===== config.mk =====
export PLATFORM = sky130hd
export DESIGN_NAME = health_ctrl
export DESIGN_NICKNAME = d
export VERILOG_FILES = /design/src/rtl/health_ctrl.sv
export SDC_FILE = /design/constraint.sdc
export NUM_CORES = 1
export LEC_CHECK = 0
export ABC_AREA = 1
export BUFFER_PORTS_ARGS = -buffer_cell sky130_fd_sc_hd__buf_4
export CAP_MARGIN = 20
export CORE_ASPECT_RATIO = 1.25
export CORE_UTILIZATION = 25
export DETAILED_ROUTE_END_ITERATION = 10
export PLACE_DENSITY_LB_ADDON = 0.1
export SYNTH_ARGS = -nofsm -noshare
export SYNTH_HDL_FRONTEND = slang
export SYNTH_SLANG_ARGS = --single-unit

===== constraint.sdc =====
create_clock -name clk -period 1.88 [get_ports clk]
set_input_delay 0.094 -clock clk [delete_from_list [all_inputs] [get_ports clk]]
set_output_delay 0.094 -clock clk [all_outputs]
set_load 0.02 [all_outputs]

===== src/rtl/health_ctrl.sv =====
// Player health controller: round-robin hit arbitration, invulnerability window after
// each accepted hit, and a game-over state left only through a start request.
module health_ctrl #(
    parameter int unsigned HP_INIT      = 3,
    parameter int unsigned INVULN_TICKS = 90
) (
    input  logic       clk,
    input  logic       rst,
    input  logic       tick,
    input  logic [3:0] hit_req,
    input  logic       start,
    output logic [3:0] hp_dig,
    output logic [3:0] hit_grant,
    output logic       invuln,
    output logic       game_over,
    output logic [1:0] state
);

    typedef enum logic [1:0] {
        StPlay   = 2'd0,
        StInvuln = 2'd1,
        StOver   = 2'd2
    } state_e;

    state_e     state_q, state_d;
    logic [3:0] hp_q, hp_d;
    logic [3:0] grant_q, grant_d;
    logic [3:0] pending_q, pending_d;
    logic [3:0] prev_req_q, prev_req_d;
    logic [1:0] rr_ptr_q, rr_ptr_d;
    logic [7:0] inv_cnt_q, inv_cnt_d;
    logic       invuln_q, invuln_d;
    logic       game_over_q, game_over_d;

    logic [3:0] rise;
    logic       found;
    logic [1:0] win_idx;
    logic [1:0] idx;
    logic       accept;
    logic [3:0] grant_now;
    logic [3:0] hp_dec;

    assign rise = hit_req & ~prev_req_q;

    // Round-robin search starting at rr_ptr_q, ascending modulo 4.
    always_comb begin
        found   = 1'b0;
        win_idx = 2'd0;
        idx     = 2'd0;
        for (int k = 0; k < 4; k++) begin
            idx = rr_ptr_q + 2'(k);
            if (!found && pending_q[idx]) begin
                found   = 1'b1;
                win_idx = idx;
            end
        end
    end

    assign accept    = (state_q == StPlay) && found && (hp_q != 4'd0);
    assign grant_now = accept ? (4'b0001 << win_idx) : 4'b0000;
    assign hp_dec    = hp_q - 4'd1;

    always_comb begin
        state_d    = state_q;
        hp_d       = hp_q;
        grant_d    = 4'b0000;
        pending_d  = 4'b0000;
        prev_req_d = hit_req;
        rr_ptr_d   = rr_ptr_q;
        inv_cnt_d  = inv_cnt_q;

        unique case (state_q)
            StPlay: begin
                pending_d = (pending_q | rise) & ~grant_now;
                if (accept) begin
                    grant_d  = grant_now;
                    hp_d     = hp_dec;
                    rr_ptr_d = win_idx + 2'd1;
                    if (hp_dec == 4'd0) begin
                        state_d = StOver;
                    end else begin
                        state_d   = StInvuln;
                        inv_cnt_d = 8'(INVULN_TICKS);
                    end
                end
            end
            StInvuln: begin
                if (tick) begin
                    inv_cnt_d = inv_cnt_q - 8'd1;
                    if (inv_cnt_q == 8'd1) begin
                        state_d = StPlay;
                    end
                end
            end
            StOver: begin
                hp_d = 4'd0;
                if (start) begin
                    state_d  = StPlay;
                    hp_d     = 4'(HP_INIT);
                    rr_ptr_d = 2'd0;
                end
            end
            default: begin
                state_d = StPlay;
            end
        endcase

        invuln_d    = (state_d == StInvuln);
        game_over_d = (state_d == StOver);
    end

    always_ff @(posedge clk) begin
        if (rst) begin
            state_q     <= StPlay;
            hp_q        <= 4'(HP_INIT);
            grant_q     <= 4'b0000;
            pending_q   <= 4'b0000;
            prev_req_q  <= 4'b0000;
            rr_ptr_q    <= 2'd0;
            inv_cnt_q   <= 8'd0;
            invuln_q    <= 1'b0;
            game_over_q <= 1'b0;
        end else begin
            state_q     <= state_d;
            hp_q        <= hp_d;
            grant_q     <= grant_d;
            pending_q   <= pending_d;
            prev_req_q  <= prev_req_d;
            rr_ptr_q    <= rr_ptr_d;
            inv_cnt_q   <= inv_cnt_d;
            invuln_q    <= invuln_d;
            game_over_q <= game_over_d;
        end
    end

    assign hp_dig    = hp_q;
    assign hit_grant = grant_q;
    assign invuln    = invuln_q;
    assign game_over = game_over_q;
    assign state     = state_q;

endmodule

==> impl_metrics.csv <==
group,metric,value,unit
worst_setup_path,crit_type,"reg2reg",
worst_setup_path,endpoint,"rr_ptr_q[1]$_SDFFE_PP0P_",
global_route,grt_usage,12.7,%
layout,final_common_cell,"nand2_1",
placement,place_hpwl,3030,microns
layout,layout.cells.non_filler,366,
die,fp.dieArea,7000,sq um
synthesis,synth_xor_area_share,1.05,%
cts,clk_path_buf_depth,2,
global_route,grt_pass1_vias,1487,
power_and_ir_drop,p_int,2.22,mW
cts,cts_tree,"done",
placement,dp_cells,354,
layout,nets,296,
power_and_ir_drop,powerDensity,1920,nW/um^2
sta,setup_tns,0,ps
cts,clock_sinks,30,
sta,max_freq,553,MHz
worst_setup_path,r2r-end,"rr_ptr_q[1]$_SDFFE_PP0P_",
worst_hold_path,min_delay_path_depth,3,
synthesis,synth_compound_area_share,9.90,%
route,wl_per_cell,10.9,microns
sta,slew_headroom,72.7,%
cts,htreeDepth,2,
power_and_ir_drop,pwr-share-clk,14.5,%
sta,hold_viol,0,
cts,root_buffer,"clkbuf_8",
sta,finalCritPeriodShare,96.2,%
cts,postCtsHoldBufs,0,
sta,rsz0062_at_grt,"true",
synthesis,synth_seq_cells,30,
die,die_h,93.3,microns
layout,syn2layout_area_growth,32.6,%
worst_setup_path,required,2050,ps
global_route,grt_pass1_wl,6730,microns
run,maxCapViolCount,0,
worst_setup_path,critPathMaxFanout,6,
layout,antennaDiodeCount,0,
sta,period_needed,1810,ps
synthesis,seq_area_frac_synth,36.0,%
die,pin_count,20,
placement,io_buffers,19,
die,die_w,75.1,microns
route,drt_iter0_markers,59,
sta,maxSlewViolCount,0,
worst_setup_path,worstReg2RegStart,"rr_ptr_q[0]$_SDFFE_PP0P_",
synthesis,synth_edf_count,0,
synthesis,syn_nets,263,
route,drc_errors,0,
power_and_ir_drop,swShare,47.7,%
status,status,"complete, no violations",
global_route,grt_max_degree,18,
power_and_ir_drop,p_sw,2.03,mW
synthesis,synthMuxAreaShare,0,%
worst_setup_path,crit_start,"rr_ptr_q[0]$_SDFFE_PP0P_",
placement,gp_congestion,0.808,
power_and_ir_drop,p_leak,1.07,nW
cts,clkTransAtPathRegs,70,ps
layout,final_util,35.2,%
layout,final_cell_mix,"nand2_1 (48), inv_1 (31), buf_4 (29), nor2_1 (28), dfxtp_1 (28)",
cts,insertion_delay,280,ps
worst_setup_path,cpPeakStageDelay,370,ps
worst_setup_path,cpMostUsedCell,"nand2_2",
route,post_drt_via_cell_ratio,4.31,
worst_setup_path,r2r_cells,13,
synthesis,synth_top_family_by_area,"simple AND/OR/NAND/NOR gates",
synthesis,synth_cell_types,29,
power_and_ir_drop,ir_drop,0.780,mV
worst_hold_path,hold_class,"in2reg",
die,core,6290,sq um
worst_setup_path,cp.arrival,1980,ps
global_route,grt_overflow_total,0,
worst_setup_path,crit_chain,"buf_6 -> nand2_2 -> nand2_2 -> nand2_2 -> nand2_2 -> nor2_4 -> nand2_1 -> o211ai_1 -> nand2_1 -> inv_2 -> ha_4 -> nand2_1 -> a21oi_1",
power_and_ir_drop,pwr-share-seq,22.8,%
worst_setup_path,slowest_stage,"dfxtp_4",
synthesis,synthSimpleGateAreaFrac,36.6,%
synthesis,syn_inst,247,
sta,finalSetupViolCount,0,
route,vias,1577,
die,row_count,32,
worst_setup_path,startpoint_type,"flop",
synthesis,synth_ff_type,"dfxtp_1",
cts,cts_buffers,5,
worst_setup_path,worstSetupEndpointType,"flop",
sta,worst_pin_slew,408,ps
synthesis,synth_area_per_cell,6.75,sq um
synthesis,syn-cell-area,1670,sq um
synthesis,synthAdderAreaFrac,6.00,%
power_and_ir_drop,pwr-share-comb,62.7,%
synthesis,async_flop_share,0,%
global_route,grt_antenna_before_repair,0,
layout,drive_gt1_share,28.8,%
route,drtPass1Iterations,4,
sta,clock_skew,8.04,ps
die,initial_core_util,26.5,%
worst_hold_path,min-delay-start,"hit_req[2]",
route,drtAntennaViolNets,0,
synthesis,yosysWarnings,0,
worst_setup_path,reg2reg_setup_slack,70,ps
route,drt_wl_total,3990,microns
[synthesized netlist by cell type (3+ instances only)]
master / n / area, sq um
nand2_2: 5 / 31.3
nand2_1: 59 / 221
o21ai_0: 10 / 50.1
nor2_1: 29 / 109
inv_1: 34 / 128
or2_2: 3 / 18.8
nand3_1: 26 / 130
nand3_2: 3 / 30.0
dfxtp_1: 30 / 601
ha_1: 8 / 100
a21oi_1: 17 / 85.1
[metrics by stage]
step	area (sq um)	power [mW]	setup slack [ps]	hold slack [ps]
6_report	2210	4.25	71.1	22.5
5_1_grt	2210	4.69	-39.9	32.5
4_1_cts	2050	3.91	14.2	17.7
3_5_place_dp	1940	3.26	-3.56	315
3_3_place_gp	1940	3.29	8.08	312
2_1_floorplan	1670	2.69	139	216
[logic make-up after synthesis]
group                      count (synthesis)
xor gates and xnor gates                   2
buffers and inverters                     42
adders and majority gates                  8
AOI/OAI and AO/OA                         31
and+or+nand+nor                          134
DFF                                       30
[final cells by class]
class,instances,area (sq um)
Clock buffer,8,110
Fill cell,697,4070
Inverter,37,146
Multi-Input combinational cell,175,1000
Sequential cell,30,608
Tap cell,85,106
Timing Repair Buffer,31,240
[metal layers]
layer  share of wire, %  up-vias  wire, microns  GRT usage, %
met5                  0        -              0             0
met4                2.0        0             78          5.66
met3                1.7        5             66          2.59
met2                 53       13           2100          22.4
met1                 44      716           1750          14.3
li1                   -      843              -             -
[how the worst min path moves through the flow]
stage | slack (ps) | end
floorplan | 220 | prev_req_q[0]$_SDFF_PP0_
global placement | 310 | prev_req_q[2]$_SDFF_PP0_
detailed placement | 310 | prev_req_q[2]$_SDFF_PP0_
CTS | 20 | prev_req_q[2]$_SDFF_PP0_
global route | 30 | prev_req_q[3]$_SDFF_PP0_
finish | 20 | prev_req_q[2]$_SDFF_PP0_
[critical path, delay by kind of cell (launching register included)]
family	cells	cell delay, ps
compound gates	2	220
fa+ha+maj	1	200
buf+inv	2	240
simple gates	8	660
flops	1	370
[repair_timing]
action                                  in CTS  in global routing
setup buffers                                0                  4
pin swaps                                    0                 10
gates resized for setup                      1                 37
gates cloned                                 0                  0
endpoints found under the setup margin       3                 13
[registers in the layout, summed over array words and instances (netlist names)]
register    cells
hit_grant       4
state           2
prev_req_q      4
hp_dig          4
rr_ptr_q        2
game_over       1
inv_cnt_q       8
pending_q       4
invuln          1
[power groups by stage]
stage          Combinational, mW  Clock, mW  Sequential [mW]
2_1_floorplan               1.65          0             1.04
3_3_place_gp                2.31          0            0.977
3_5_place_dp                2.29          0            0.975
4_1_cts                     2.30      0.645            0.963
5_1_grt                     3.02      0.667             1.00
6_report                    2.66      0.615            0.969
(Power assumes the default switching activity.)
